$ cat config.mk
export PLATFORM = sky130hd
export DESIGN_NAME = render_stream_gen
export DESIGN_NICKNAME = d
export VERILOG_FILES = /design/src/rtl/render_pkg.sv /design/src/rtl/render_cmd_fifo.sv /design/src/rtl/render_stream_gen.sv
export SDC_FILE = /design/constraint.sdc
export NUM_CORES = 1
export LEC_CHECK = 0
export CORE_ASPECT_RATIO = 1.25
export CORE_MARGIN = 2
export CORE_UTILIZATION = 35
export CTS_CLUSTER_SIZE = 12
export DETAILED_ROUTE_END_ITERATION = 6
export SYNTH_ARGS = -nofsm -noshare
export SYNTH_HDL_FRONTEND = slang
export SYNTH_SLANG_ARGS = --single-unit
$ cat constraint.sdc
create_clock -name clk -period 4.94 [get_ports clk]
set_clock_uncertainty 0.05 [all_clocks]
set_input_delay 0.988 -clock clk [delete_from_list [all_inputs] [get_ports clk]]
set_output_delay 0.988 -clock clk [all_outputs]
set_load 0.02 [all_outputs]
$ cat src/rtl/render_pkg.sv
// Shared definitions for the render stream generator.
// Holds the field widths, the pixel-beat program code, the command word
// layout and the generator FSM state encoding.
package render_pkg;

    localparam int X_W     = 11;
    localparam int Y_W     = 12;
    localparam int COLOR_W = 32;
    localparam int PROG_W  = 6;

    // program_out value that marks a background pixel beat
    localparam logic [PROG_W-1:0] PROG_PIXEL = 6'd0;

    // One rectangle-programming command as stored in the FIFO
    typedef struct packed {
        logic [PROG_W-1:0]  id;
        logic [X_W-1:0]     x;
        logic [Y_W-1:0]     y;
        logic [X_W-1:0]     w;
        logic [Y_W-1:0]     h;
        logic [COLOR_W-1:0] color;
    } cmd_t;

    typedef enum logic [1:0] {
        ST_IDLE  = 2'd0,
        ST_DRAIN = 2'd1,
        ST_SCAN  = 2'd2
    } state_e;

endpackage

$ cat src/rtl/render_cmd_fifo.sv
// Synchronous command FIFO for the render stream generator.
// Ports:
//   clk, rst        rising-edge clock, synchronous active-high reset (flush)
//   push, push_data write one command word (ignored when full)
//   pop, pop_data   read one command word; pop_data shows the head entry
//   empty           no entries stored
//   full_next       FIFO will be full after this cycle's push/pop
// DEPTH must be a power of two (pointers wrap naturally).
module render_cmd_fifo
    import render_pkg::*;
#(
    parameter int DEPTH = 4
) (
    input  logic clk,
    input  logic rst,
    input  logic push,
    input  cmd_t push_data,
    input  logic pop,
    output cmd_t pop_data,
    output logic empty,
    output logic full_next
);

    localparam int AW = (DEPTH > 1) ? $clog2(DEPTH) : 1;
    localparam int CW = AW + 1;

    cmd_t            mem_r [DEPTH];
    logic [AW-1:0]   wr_ptr_r;
    logic [AW-1:0]   rd_ptr_r;
    logic [CW-1:0]   count_r;
    logic [CW-1:0]   count_next_s;
    logic            push_ok_s;
    logic            pop_ok_s;

    assign push_ok_s    = push && (count_r != CW'(DEPTH));
    assign pop_ok_s     = pop && (count_r != CW'(0));
    assign count_next_s = count_r + CW'(push_ok_s) - CW'(pop_ok_s);
    assign empty        = (count_r == CW'(0));
    assign full_next    = (count_next_s == CW'(DEPTH));
    assign pop_data     = mem_r[rd_ptr_r];

    // Pointer and occupancy update; reset flushes by clearing them
    always_ff @(posedge clk) begin
        if (rst) begin
            wr_ptr_r <= AW'(0);
            rd_ptr_r <= AW'(0);
            count_r  <= CW'(0);
        end else begin
            if (push_ok_s) begin
                wr_ptr_r <= wr_ptr_r + AW'(1);
            end
            if (pop_ok_s) begin
                rd_ptr_r <= rd_ptr_r + AW'(1);
            end
            count_r <= count_next_s;
        end
    end

    // Storage write; contents need no reset since the pointers gate reads
    always_ff @(posedge clk) begin
        if (push_ok_s) begin
            mem_r[wr_ptr_r] <= push_data;
        end
    end

endmodule

$ cat src/rtl/render_stream_gen.sv
// Upstream source of the rectangle-renderer stream.
// Buffers shape commands, issues them as program beats between frames and,
// on request, raster-scans the screen emitting one background pixel per cycle.
// Ports:
//   clk, rst                 clock, synchronous active-high reset
//   cmd_valid/cmd_ready      command handshake (cmd_ready = FIFO not full)
//   cmd_id..cmd_color        command fields; cmd_id 0 is accepted and dropped
//   frame_start              request one frame scan
//   frame_busy, frame_done   scan in progress / last pixel beat
//   out_valid, program_out, x_out, y_out, w_out, h_out, color_out  beat bus
// Optional: define RENDER_STREAM_GEN_STATS_EN to add frames_cnt and
// starts_dropped saturating counters.
module render_stream_gen
    import render_pkg::*;
#(
    parameter int               SCREEN_W  = 1080,
    parameter int               SCREEN_H  = 2160,
    parameter logic [31:0]      BG_COLOR  = 32'hFF0000FF,
    parameter int               CMD_DEPTH = 4
) (
    input  logic               clk,
    input  logic               rst,
    input  logic               cmd_valid,
    output logic               cmd_ready,
    input  logic [PROG_W-1:0]  cmd_id,
    input  logic [X_W-1:0]     cmd_x,
    input  logic [Y_W-1:0]     cmd_y,
    input  logic [X_W-1:0]     cmd_w,
    input  logic [Y_W-1:0]     cmd_h,
    input  logic [COLOR_W-1:0] cmd_color,
    input  logic               frame_start,
    output logic               frame_busy,
    output logic               frame_done,
    output logic               out_valid,
    output logic [PROG_W-1:0]  program_out,
    output logic [X_W-1:0]     x_out,
    output logic [Y_W-1:0]     y_out,
    output logic [X_W-1:0]     w_out,
    output logic [Y_W-1:0]     h_out,
    output logic [COLOR_W-1:0] color_out
`ifdef RENDER_STREAM_GEN_STATS_EN
    ,
    output logic [15:0]        frames_cnt,
    output logic [7:0]         starts_dropped
`endif
);

    localparam logic [X_W-1:0] X_LAST = X_W'(SCREEN_W - 1);
    localparam logic [Y_W-1:0] Y_LAST = Y_W'(SCREEN_H - 1);

    state_e             state_r, state_next_s;
    logic               pending_r, pending_next_s;
    logic [X_W-1:0]     x_cnt_r, x_cnt_next_s;
    logic [Y_W-1:0]     y_cnt_r, y_cnt_next_s;
    logic               cmd_ready_r;

    logic               out_valid_r, valid_next_s;
    logic               frame_busy_r, busy_next_s;
    logic               frame_done_r, done_next_s;
    logic [PROG_W-1:0]  prog_r, prog_next_s;
    logic [X_W-1:0]     x_out_r, x_next_s;
    logic [Y_W-1:0]     y_out_r, y_next_s;
    logic [X_W-1:0]     w_out_r, w_next_s;
    logic [Y_W-1:0]     h_out_r, h_next_s;
    logic [COLOR_W-1:0] color_r, color_next_s;

    logic               push_s;
    logic               pop_s;
    logic               emit_prog_s;
    logic               emit_pix_s;
    logic               fifo_empty_s;
    logic               fifo_full_next_s;
    cmd_t               cmd_in_s;
    cmd_t               fifo_head_s;

    // cmd_id 0 completes the handshake but is never stored
    assign push_s   = cmd_valid && cmd_ready_r && (cmd_id != PROG_PIXEL);
    assign cmd_in_s = '{id: cmd_id, x: cmd_x, y: cmd_y, w: cmd_w, h: cmd_h, color: cmd_color};

    render_cmd_fifo #(
        .DEPTH (CMD_DEPTH)
    ) u_fifo (
        .clk       (clk),
        .rst       (rst),
        .push      (push_s),
        .push_data (cmd_in_s),
        .pop       (pop_s),
        .pop_data  (fifo_head_s),
        .empty     (fifo_empty_s),
        .full_next (fifo_full_next_s)
    );

    // Next-state and next-beat selection
    always_comb begin
        state_next_s   = state_r;
        pending_next_s = pending_r;
        x_cnt_next_s   = x_cnt_r;
        y_cnt_next_s   = y_cnt_r;
        pop_s          = 1'b0;
        emit_prog_s    = 1'b0;
        emit_pix_s     = 1'b0;

        case (state_r)
            ST_IDLE, ST_DRAIN: begin
                if (frame_start) begin
                    pending_next_s = 1'b1;
                end else begin
                    pending_next_s = pending_r;
                end
                // IDLE pops immediately so an accepted command appears two cycles later
                if (!fifo_empty_s) begin
                    pop_s        = 1'b1;
                    emit_prog_s  = 1'b1;
                    state_next_s = ST_DRAIN;
                end else if (state_r == ST_DRAIN) begin
                    state_next_s = ST_IDLE;
                end else if (frame_start || pending_r) begin
                    state_next_s   = ST_SCAN;
                    pending_next_s = 1'b0;
                    x_cnt_next_s   = X_W'(0);
                    y_cnt_next_s   = Y_W'(0);
                    emit_pix_s     = 1'b1;
                end else begin
                    state_next_s = ST_IDLE;
                end
            end
            ST_SCAN: begin
                // x_cnt_r/y_cnt_r hold the coordinate currently on the bus
                if ((x_cnt_r == X_LAST) && (y_cnt_r == Y_LAST)) begin
                    state_next_s = ST_IDLE;
                end else if (x_cnt_r == X_LAST) begin
                    x_cnt_next_s = X_W'(0);
                    y_cnt_next_s = y_cnt_r + Y_W'(1);
                    emit_pix_s   = 1'b1;
                end else begin
                    x_cnt_next_s = x_cnt_r + X_W'(1);
                    emit_pix_s   = 1'b1;
                end
            end
            default: begin
                state_next_s = ST_IDLE;
            end
        endcase
    end

    // Output bus contents for the next cycle; fields hold when no beat
    always_comb begin
        valid_next_s = 1'b0;
        busy_next_s  = 1'b0;
        done_next_s  = 1'b0;
        prog_next_s  = prog_r;
        x_next_s     = x_out_r;
        y_next_s     = y_out_r;
        w_next_s     = w_out_r;
        h_next_s     = h_out_r;
        color_next_s = color_r;
        if (emit_prog_s) begin
            valid_next_s = 1'b1;
            prog_next_s  = fifo_head_s.id;
            x_next_s     = fifo_head_s.x;
            y_next_s     = fifo_head_s.y;
            w_next_s     = fifo_head_s.w;
            h_next_s     = fifo_head_s.h;
            color_next_s = fifo_head_s.color;
        end else if (emit_pix_s) begin
            valid_next_s = 1'b1;
            busy_next_s  = 1'b1;
            done_next_s  = (x_cnt_next_s == X_LAST) && (y_cnt_next_s == Y_LAST);
            prog_next_s  = PROG_PIXEL;
            x_next_s     = x_cnt_next_s;
            y_next_s     = y_cnt_next_s;
            w_next_s     = X_W'(0);
            h_next_s     = Y_W'(0);
            color_next_s = BG_COLOR;
        end else begin
            valid_next_s = 1'b0;
        end
    end

    // State, counters and registered outputs
    always_ff @(posedge clk) begin
        if (rst) begin
            state_r      <= ST_IDLE;
            pending_r    <= 1'b0;
            x_cnt_r      <= X_W'(0);
            y_cnt_r      <= Y_W'(0);
            cmd_ready_r  <= 1'b0;
            out_valid_r  <= 1'b0;
            frame_busy_r <= 1'b0;
            frame_done_r <= 1'b0;
            prog_r       <= PROG_W'(0);
            x_out_r      <= X_W'(0);
            y_out_r      <= Y_W'(0);
            w_out_r      <= X_W'(0);
            h_out_r      <= Y_W'(0);
            color_r      <= COLOR_W'(0);
        end else begin
            state_r      <= state_next_s;
            pending_r    <= pending_next_s;
            x_cnt_r      <= x_cnt_next_s;
            y_cnt_r      <= y_cnt_next_s;
            cmd_ready_r  <= !fifo_full_next_s;
            out_valid_r  <= valid_next_s;
            frame_busy_r <= busy_next_s;
            frame_done_r <= done_next_s;
            prog_r       <= prog_next_s;
            x_out_r      <= x_next_s;
            y_out_r      <= y_next_s;
            w_out_r      <= w_next_s;
            h_out_r      <= h_next_s;
            color_r      <= color_next_s;
        end
    end

    assign cmd_ready   = cmd_ready_r;
    assign out_valid   = out_valid_r;
    assign frame_busy  = frame_busy_r;
    assign frame_done  = frame_done_r;
    assign program_out = prog_r;
    assign x_out       = x_out_r;
    assign y_out       = y_out_r;
    assign w_out       = w_out_r;
    assign h_out       = h_out_r;
    assign color_out   = color_r;

`ifdef RENDER_STREAM_GEN_STATS_EN
    logic [15:0] frames_cnt_r;
    logic [7:0]  starts_dropped_r;

    // Saturating frame and dropped-start counters
    always_ff @(posedge clk) begin
        if (rst) begin
            frames_cnt_r     <= 16'd0;
            starts_dropped_r <= 8'd0;
        end else begin
            if (frame_done_r && (frames_cnt_r != 16'hFFFF)) begin
                frames_cnt_r <= frames_cnt_r + 16'd1;
            end
            if ((state_r == ST_SCAN) && frame_start && (starts_dropped_r != 8'hFF)) begin
                starts_dropped_r <= starts_dropped_r + 8'd1;
            end
        end
    end

    assign frames_cnt     = frames_cnt_r;
    assign starts_dropped = starts_dropped_r;
`endif

endmodule

==> metrics.cfg, run 1 <==
[floorplan]
die-area_um2 = 50400
fp-row-count = 90
io_pins = 176
die_w_um = 201
core_area_um2 = 48200
die_h_um = 251
start_util = 0.353

[worst_hold_path]
hold_end = y_out[10]$_SDFFE_PP0P_
worstHoldStart = y_out[10]$_SDFFE_PP0P_
min_path_cells = 2
min_path_type = reg -> reg

[worst_setup_path]
path_max_fanout = 35
cp.required_ns = 5.13
crit_chain = clkdlybuf4s50_1 > nor4_1 > a21oi_1 > and2_4 > buf_4
end_kind = flop
worstRegToRegCells = 7
r2r-start = state_r[1]$_SDFFE_PP0P_
r2r_setup_slack_ns = 1.99
critPathBufInv = 2
critPathLaunch = cmd_id[1]
critical-path-slowest-cell = and2_4
crit_type = in -> reg
startpoint_type = input pin
r2r_end = y_out[6]$_SDFFE_PP0P_
worst_ep_arrival_time_ns = 3.18
worst_path_dominant_cell_family = buffers and inverters
slowest_delay_ns = 0.63

[timing]
worstMarginPinSlew_ns = 0.976
hold_viol = 0
maxSlewHeadroom = 0.348
max_freq_mhz = 334
rsz0062_at_grt = false
timing.final.crit_share = 0.605
setup_ws_ns = 1.95
fin_crit_ns = 2.99
fin_hold_ws_ns = 0.403
drv_slew = 0
tns_ns = 0
setup_viol = 0

[power]
clkPwrFrac = 0.297
swShare = 0.305
p_leak_uw = 0.00687
p_sw_uw = 3700
p_int_uw = 8420
powerDensity_nw_per_um2 = 573
vdd_drop_max_mv = 0.317
p_seq_frac = 0.425
pwr-share-comb = 0.278

[route]
vias = 9168
avgRoutedWirePerCell_um = 21.2
firstDrtPassIters = 5
post-route-drc-count = 0
ant_nets = 0
drt_iter0_markers = 442
vias_per_cell = 4.96
wl_um = 39100

[synthesis]
netlist_top_cells_area = edfxtp_1 (59%), dfxtp_1 (14%), mux4_2 (11%), a22o_1 (2.3%), nor2_1 (1.2%)
ys_async_sr_fraction = 0
synth.distinct_cells = 60
synth_top_cell_area_share = 0.593
synthCells = 971
ys_seq_area_frac = 0.737
syn_area_per_cell_um2 = 17.5
syn_area_um2 = 17000
ys_ff_latch = 459
syn-num-nets = 1068
synth_common_cells = edfxtp_1 (336), dfxtp_1 (123), mux4_2 (84)
yosysMostFrequentCell = edfxtp_1
yosysWarnings = 0
synth_flop_cell = edfxtp_1
yosysTopAreaCell = edfxtp_1
synth_edf_count = 336

[global_route]
antenna_found_initial = 3
grt_pass1_vias = 9467
grt_pass1_wl_um = 58700
grt_max_degree = 56
grt_overflow = 0
grt_usage = 0.154

[place]
hpwl_um = 24900
dp_slack_ns = 1.33
io_buffers = 175
post_dp_cell_area_um2 = 19600
globalplace.congestion = 0.848

[finish]
fin_nets = 1259
n_fill_cell = 4309
fin_util = 0.438
final_layout_size_suffix_gt1_frac = 0.160
fin_area_um2 = 21100
area_growth_pct = 24.1

[cts]
clkTransAtPathRegs_ns = 0.06
htreeDepth = 2
worstSkewPairLatency_ns = 0.58
cts_buffers = 48
post_cts_buffers = 0
cts_resized = 0
cts_tree = yes
clockRootBuffer = clkbuf_16
cts_sinks = 459
cts_hold_buf = 0
cts_buffer_depth = 3

[run]
drv_cap = 0

[outcome]
status = finished clean

[state kept, by name, summed over array words and instances (netlist names), named ones only]
name             cells
u_fifo.mem_r       336
color_out           32
h_out               12
y_cnt_r             12
y_out               12
w_out               11
x_cnt_r             11
x_out               11
program_out          6
u_fifo.count_r       3
state_r              2
u_fifo.rd_ptr_r      2
u_fifo.wr_ptr_r      2
cmd_ready            1
frame_busy           1
frame_done           1
out_valid            1
pending_r            1
[cell type report]
type	instances	area, um2	share of cell area
Sequential cell	459	12600	0.595
Multi-Input combinational cell	451	4230	0.200
Timing Repair Buffer	191	1920	0.0907
Clock buffer	77	1350	0.0639
Tap cell	644	806	0.0381
Clock inverter	12	219	0.0104
Inverter	11	41.3	0.00195
Antenna cell	2	5.00	0.000237
[per-layer routing]
metal  up-vias  GRT usage  share of wire
li1       4231          -              -
met1      4655      0.193           0.41
met2       220      0.266           0.51
met3        60     0.0341          0.054
met4         2     0.0515          0.026
met5         -          0        0.00033
[cell families after synthesis]
kind of cell,count (synthesis),synth area share
compound gates,122,0.0516
xor+xnor,11,0.00566
fa+ha+maj,9,0.00706
buf+inv,61,0.0159
flops,459,0.737
mux,94,0.117
simple gates,215,0.0652
[power by group through the flow]
stage / logic, uW / registers (uW) / clock network (uW)
finish: 3360 / 5150 / 3600
global route: 3610 / 5230 / 3850
CTS: 3420 / 5170 / 3700
detailed placement: 3410 / 5250 / 0
global placement: 3400 / 5240 / 0
floorplan: 1830 / 5410 / 0
[worst max path at each step]
stage	slack, ns	to	cells past startpoint
3_3_place_gp	1.38	u_fifo.mem_r[1][21]$_DFFE_PP_	5
4_1_cts	1.93	u_fifo.mem_r[1][23]$_DFFE_PP_	5
6_report	1.95	u_fifo.mem_r[1][15]$_DFFE_PP_	5
2_1_floorplan	1.00	u_fifo.mem_r[1][0]$_DFFE_PP_	3
5_1_grt	1.78	u_fifo.mem_r[1][35]$_DFFE_PP_	5
3_5_place_dp	1.33	u_fifo.mem_r[1][21]$_DFFE_PP_	5
[cells in the final DEF (no fill, tap or decap), types with 5 or more instances in the layout]
| cell type | count |
|---|---|
| nor3_1 | 42 |
| bufinv_16 | 5 |
| a22oi_1 | 13 |
| nor4_1 | 6 |
| clkbuf_16 | 48 |
| and3_1 | 5 |
| nor2b_1 | 12 |
| nand2_1 | 47 |
| nor2_1 | 55 |
| nand3_1 | 13 |
| a21oi_1 | 32 |
| dfxtp_1 | 121 |
| edfxtp_1 | 336 |
| inv_1 | 10 |
| clkbuf_1 | 25 |
| clkdlybuf4s50_1 | 174 |
| o21ai_0 | 7 |
| xnor2_1 | 8 |
| mux2i_1 | 6 |
| ha_1 | 8 |
| buf_4 | 12 |
| mux4_2 | 84 |
| a22o_1 | 45 |
| nand4_1 | 7 |
[tightest hold or removal path: cells and delay by family, from the launching register on]
family / cells / cell delay, ns
flip-flops: 1 / 0.31
AND/OR/NAND/NOR: 1 / 0.05
AO/OA/AOI/OAI: 1 / 0.05
[metrics by stage]
step / power [uW] / instances
2_1_floorplan: 7230 / 971
3_3_place_gp: 8630 / 1756
3_5_place_dp: 8660 / 1756
4_1_cts: 12300 / 1845
5_1_grt: 12700 / 1847
6_report: 12100 / 1847
Note: power is estimated with default switching activity, not from simulation.
==> run 2: changes to the inputs <==
==> constraint.sdc (replaced) <==
create_clock -name clk -period 2.6 [get_ports clk]
set_clock_uncertainty 0.05 [all_clocks]
set_input_delay 0.52 -clock clk [delete_from_list [all_inputs] [get_ports clk]]
set_output_delay 0.52 -clock clk [all_outputs]
set_load 0.02 [all_outputs]
==> metrics.cfg, run 2 (synthesis results as in run 1) <==
[outcome]
status = finished clean  ; unchanged

[power]
swShare = 0.303  ; was 0.305
p_seq_frac = 0.420  ; was 0.425
clkPwrFrac = 0.275  ; was 0.297
p_leak_uw = 0.00710  ; was 0.00687 uW
pwr-share-comb = 0.305  ; was 0.278
p_int_uw = 16000  ; was 8420 uW
vdd_drop_max_mv = 0.656  ; was 0.317 mV
powerDensity_nw_per_um2 = 1060  ; was 573 nW/um2
p_sw_uw = 6930  ; was 3700 uW

[floorplan]
die_h_um = 251  ; unchanged
fp-row-count = 90  ; unchanged
start_util = 0.353  ; unchanged
die-area_um2 = 50400  ; unchanged
core_area_um2 = 48200  ; unchanged
die_w_um = 201  ; unchanged
io_pins = 176  ; unchanged

[timing]
maxSlewHeadroom = 0.581  ; was 0.348
fin_hold_ws_ns = 0.407  ; was 0.403 ns
fin_crit_ns = 2.44
setup_viol = 0  ; unchanged
hold_viol = 0  ; unchanged
rsz0062_at_grt = false  ; unchanged
setup_ws_ns = 0.156  ; was 1.95 ns
timing.final.crit_share = 0.940
tns_ns = 0  ; unchanged
max_freq_mhz = 409
worstMarginPinSlew_ns = 0.624  ; was 0.976 ns
drv_slew = 0  ; unchanged

[worst_setup_path]
startpoint_type = flop  ; was input pin
critical-path-slowest-cell = or4_4  ; was and2_4
worst_path_dominant_cell_family = simple AND/OR/NAND/NOR gates  ; was buffers and inverters
worst_ep_arrival_time_ns = 2.88  ; was 3.18 ns
slowest_delay_ns = 0.60  ; was 0.63 ns
cp.required_ns = 3.04  ; was 5.13 ns
end_kind = flop  ; unchanged
critPathBufInv = 0  ; was 2
crit_type = reg -> reg  ; was in -> reg
crit_chain = or4_4 > or3_1 > nand2_1 > mux2i_1 > nor4_1 > and3_1 > and4_1  ; was clkdlybuf4s50_1 > nor4_1 > a21oi_1 > and2_4 > buf_4
path_max_fanout = 8  ; was 35

[finish]
largest_register = u_fifo.mem_r  ; unchanged
fin_nets = 1303  ; was 1259
final_common_cell = edfxtp_1  ; unchanged
largest_reg_flops = 336  ; unchanged
fin_area_um2 = 21600  ; was 21100 um2
layout_common_cells = edfxtp_1 (336), clkdlybuf4s50_1 (174), dfxtp_1 (121)  ; unchanged
area_growth_pct = 26.6  ; was 24.1%
final_layout_size_suffix_gt1_frac = 0.189  ; was 0.160

[route]
avgRoutedWirePerCell_um = 20.4  ; was 21.2 um
drt_iter0_markers = 618  ; was 442
firstDrtPassIters = 4  ; was 5
wl_um = 38600  ; was 39100 um
ant_nets = 0  ; unchanged
vias = 9386  ; was 9168
post-route-drc-count = 0  ; unchanged
vias_per_cell = 4.97  ; was 4.96

[cts]
clkTransAtPathRegs_ns = 0.06  ; about the same
clockRootBuffer = clkbuf_16  ; unchanged
cts_tree = yes  ; unchanged
cts_hold_buf = 0  ; unchanged
cts_buffer_depth = 3  ; unchanged
cts_buffers = 47  ; was 48
post_cts_buffers = 0  ; unchanged
htreeDepth = 2  ; unchanged
cts_sinks = 459  ; unchanged
cts_resized = 0  ; unchanged
worstSkewPairLatency_ns = 0.55  ; was 0.58 ns

[place]
globalplace.congestion = 0.912  ; was 0.848
dp_slack_ns = -0.0659  ; was 1.33 ns
hpwl_um = 25300  ; was 24900 um
post_dp_cell_area_um2 = 20100  ; was 19600 um2
io_buffers = 175  ; unchanged

[global_route]
grt_max_degree = 47  ; was 56
grt_overflow = 0  ; unchanged
grt_usage = 0.153  ; was 0.154
antenna_found_initial = 6  ; was 3
grt_pass1_wl_um = 59200  ; was 58700 um
grt_pass1_vias = 9759  ; was 9467

[worst_hold_path]
min_path_type = reg -> reg  ; unchanged

[run]
drv_cap = 0  ; unchanged

[run 2: routing by layer]
metal,routed length [um],part of all wire,up-vias,global-route usage
li1,-,-,4316,-
met1,16400,0.42,4803,0.195
met2,19600,0.51,192,0.262
met3,1720,0.044,65,0.0317
met4,845,0.022,10,0.0447
met5,63,0.0016,-,0
[run 2: worst reg2reg max path, stage by stage (launching register included)]
cell and delay (ns):
dfxtp_1 0.33, or4_4 0.60, or3_1 0.53, nand2_1 0.12, mux2i_1 0.10, nor4_1 0.32
and3_1 0.19, and4_1 0.16
[run 2: area by class of cell]
class	instances	area [um2]
clock buffer	78	1370
fill	4288	26600
timing repair buffer	236	2470
multi-input combinational	451	4240
clock inverter	8	70.1
tap	644	806
antenna	1	2.50
sequential	459	12600
inverter	11	41.3
[run 2: per-stage QoR]
stage | std cells | util | total power, uW
global placement | 1801 | 0.417 | 16800
global route | 1887 | 0.447 | 24000
finish | 1888 | 0.447 | 22900
detailed placement | 1801 | 0.417 | 16900
CTS | 1887 | 0.447 | 23200
floorplan | 971 | - | 13700
[run 2: final timing paths]
kind | start | to | slack (ns) | cells after the start
max | state_r[0]$_SDFFE_PP0P_ | frame_done$_SDFF_PP0_ | 0.16 | 7
min | x_out[10]$_SDFFE_PP0P_ | x_out[10]$_SDFFE_PP0P_ | 0.41 | 2
max reg2reg | state_r[0]$_SDFFE_PP0P_ | frame_done$_SDFF_PP0_ | 0.16 | 7
min reg2reg | x_out[10]$_SDFFE_PP0P_ | x_out[10]$_SDFFE_PP0P_ | 0.41 | 2
[run 2: power groups by stage]
stage | logic, uW | clock network, uW | registers, uW
2_1_floorplan | 3470 | 0 | 10200
3_3_place_gp | 7080 | 0 | 9750
3_5_place_dp | 7090 | 0 | 9780
4_1_cts | 7120 | 6480 | 9640
5_1_grt | 7510 | 6750 | 9730
6_report | 6980 | 6300 | 9610
==> run 3: changes to the inputs <==
--- a/config.mk
+++ b/config.mk
@@ -7,7 +7,7 @@
 export LEC_CHECK = 0
 export CORE_ASPECT_RATIO = 1.25
 export CORE_MARGIN = 2
-export CORE_UTILIZATION = 35
+export CORE_UTILIZATION = 30
 export CTS_CLUSTER_SIZE = 12
 export DETAILED_ROUTE_END_ITERATION = 6
 export SYNTH_ARGS = -nofsm -noshare
==> metrics.cfg, run 3 (synthesis results as in run 1) <==
[outcome]
status = finished clean  ; unchanged

[finish]
area_growth_pct = 27.3  ; was 26.6%
largest_reg_flops = 336  ; unchanged
final_layout_size_suffix_gt1_frac = 0.191  ; was 0.189
finalNonFillerCells = 1986  ; was 1888
n_fill_cell = 5202  ; was 4288
final_common_cell = edfxtp_1  ; unchanged
num_antenna_cells = 0  ; was 1
fin_nets = 1306  ; was 1303
largest_register = u_fifo.mem_r  ; unchanged
layout_common_cells = edfxtp_1 (336), clkdlybuf4s50_1 (174), dfxtp_1 (121)  ; unchanged
fin_area_um2 = 21700  ; was 21600 um2

[route]
firstDrtPassIters = 5  ; was 4
vias = 9497  ; was 9386
drt_iter0_markers = 514  ; was 618
wl_um = 40600  ; was 38600 um
avgRoutedWirePerCell_um = 20.4  ; about the same
vias_per_cell = 4.78  ; was 4.97
ant_nets = 0  ; unchanged
post-route-drc-count = 0  ; unchanged

[power]
powerDensity_nw_per_um2 = 1050  ; was 1060 nW/um2
pwr-share-comb = 0.307  ; was 0.305
p_seq_frac = 0.421  ; was 0.420
clkPwrFrac = 0.272  ; was 0.275
p_leak_uw = 0.00710  ; about the same
swShare = 0.307  ; was 0.303
vdd_drop_max_mv = 0.599  ; was 0.656 mV
p_int_uw = 15800  ; was 16000 uW
p_total_uw = 22800  ; was 22900 uW
p_sw_uw = 7000  ; was 6930 uW

[place]
dpl.cell_count = 1902  ; was 1801
hpwl_um = 26800  ; was 25300 um
globalplace.congestion = 0.837  ; was 0.912
io_buffers = 175  ; unchanged
dp_slack_ns = -0.0550  ; was -0.0659 ns
post_dp_cell_area_um2 = 20300  ; was 20100 um2

[worst_setup_path]
end_kind = flop  ; unchanged
crit_type = reg -> reg  ; unchanged
path_max_fanout = 45  ; was 8
cp.required_ns = 3.06  ; was 3.04 ns
critical-path-slowest-cell = nor4b_1  ; was or4_4
r2r_end = h_out[4]$_SDFFE_PP0P_  ; was frame_done$_SDFF_PP0_
worstRegToRegCells = 8  ; was 7
crit_chain = nor4b_1 > nand3_1 > buf_4 > nor2_4 > a21oi_4 > nor3_4 > buf_12 > a22o_1  ; was or4_4 > or3_1 > nand2_1 > mux2i_1 > nor4_1 > and3_1 > and4_1
slowest_delay_ns = 0.45  ; was 0.60 ns
r2r_setup_slack_ns = 0.14  ; was 0.16 ns
worst_ep_arrival_time_ns = 2.92  ; was 2.88 ns
startpoint_type = flop  ; unchanged
r2r-start = y_cnt_r[8]$_SDFF_PP0_  ; was state_r[0]$_SDFFE_PP0P_

[global_route]
grt_max_degree = 47  ; unchanged
grt_pass1_wl_um = 61500  ; was 59200 um
grt_pass1_vias = 9911  ; was 9759
grt_usage = 0.138  ; was 0.153
antenna_found_initial = 6  ; unchanged
grt_overflow = 0  ; unchanged

[floorplan]
core_area_um2 = 56100  ; was 48200 um2
fp-row-count = 97  ; was 90
die-area_um2 = 58700  ; was 50400 um2
die_w_um = 217  ; was 201 um
io_pins = 176  ; unchanged
start_util = 0.304  ; was 0.353
die_h_um = 270  ; was 251 um

[cts]
htreeDepth = 2  ; unchanged
post_cts_buffers = 0  ; unchanged
cts_buffer_depth = 3  ; unchanged
clkTransAtPathRegs_ns = 0.06  ; about the same
cts_tree = yes  ; unchanged
clockRootBuffer = clkbuf_16  ; unchanged
cts_hold_buf = 0  ; unchanged
cts_sinks = 459  ; unchanged
cts_buffers = 47  ; unchanged
worstSkewPairLatency_ns = 0.56  ; was 0.55 ns

[timing]
setup_ws_ns = 0.140  ; was 0.156 ns
worstMarginPinSlew_ns = 0.797  ; was 0.624 ns
setup_viol = 0  ; unchanged
maxSlewHeadroom = 0.464  ; was 0.581
hold_viol = 0  ; unchanged
max_freq_mhz = 406  ; was 409 MHz
drv_slew = 0  ; unchanged
fin_crit_ns = 2.46  ; was 2.44 ns
tns_ns = 0  ; unchanged
timing.final.crit_share = 0.946  ; was 0.940

[worst_hold_path]
hold_end = y_cnt_r[2]$_SDFF_PP0_  ; was x_out[10]$_SDFFE_PP0P_
min_path_cells = 2  ; unchanged
worstHoldStart = rst  ; was x_out[10]$_SDFFE_PP0P_
min_path_type = in -> reg  ; was reg -> reg

[run]
drv_cap = 0  ; unchanged

## run 3: cell count changes in the layout (fill, tap and decap cells not counted), sizes merged
cell and delta:
clkinv +2, buf +3, clkbuf -4, clkinvlp -1
inv +1, diode -1
## run 3: stage by stage
step                utilization  hold slack (ns)
floorplan                     -            0.403
global placement          0.361            0.395
detailed placement        0.361            0.404
CTS                       0.386            0.315
global route              0.386            0.334
finish                    0.386            0.345
## run 3: cell type report
class                           count  area, um2  share of cell area
Sequential cell                   459      12600               0.580
Inverter                           11       41.3             0.00191
Timing Repair Buffer              239       2500               0.115
Tap cell                          742        928              0.0428
Clock inverter                     10       81.3             0.00375
Clock buffer                       74       1320              0.0608
Multi-Input combinational cell    451       4240               0.196
## run 3: critical path: cells and delay by family, from the launching register on
kind | cells | cell delay [ns]
AOI/OAI and AO/OA | 2 | 0.33
buffers and inverters | 2 | 0.54
DFF | 1 | 0.36
and+or+nand+nor | 4 | 1.08
## run 3: worst max-delay path by stage
stage,from,endpoint,slack [ns]
after floorplan,u_fifo.count_r[1]$_SDFF_PP0_,cmd_ready$_SDFF_PP0_,0.03
after global placement,cmd_id[1],cmd_ready$_SDFF_PP0_,-0.08
after detailed placement,cmd_id[1],cmd_ready$_SDFF_PP0_,-0.05
after CTS,y_cnt_r[6]$_SDFF_PP0_,color_out[13]$_SDFFE_PP0P_,0.1
after global routing,y_cnt_r[6]$_SDFF_PP0_,color_out[13]$_SDFFE_PP0P_,-0.03
final,y_cnt_r[8]$_SDFF_PP0_,h_out[4]$_SDFFE_PP0P_,0.14
## run 3: routing by layer
| layer | GRT usage | share of wire |
|---|---|---|
| met3 | 0.0309 | 0.051 |
| met1 | 0.170 | 0.42 |
| met5 | 0 | 0.0017 |
| met4 | 0.0404 | 0.023 |
| met2 | 0.242 | 0.51 |
## run 3: repair_timing
action	in CTS	in global routing
endpoints found under the setup margin	0	46
resized for setup	0	2
hold endpoints to repair	0	0
## run 3: power by group through the flow
stage | sequential, uW | clock [uW] | combinational [uW]
floorplan | 10200 | 0 | 3470
finish | 9610 | 6200 | 7010
global placement | 9750 | 0 | 7120
detailed placement | 9780 | 0 | 7160
CTS | 9640 | 6410 | 7180
global route | 9730 | 6690 | 7580
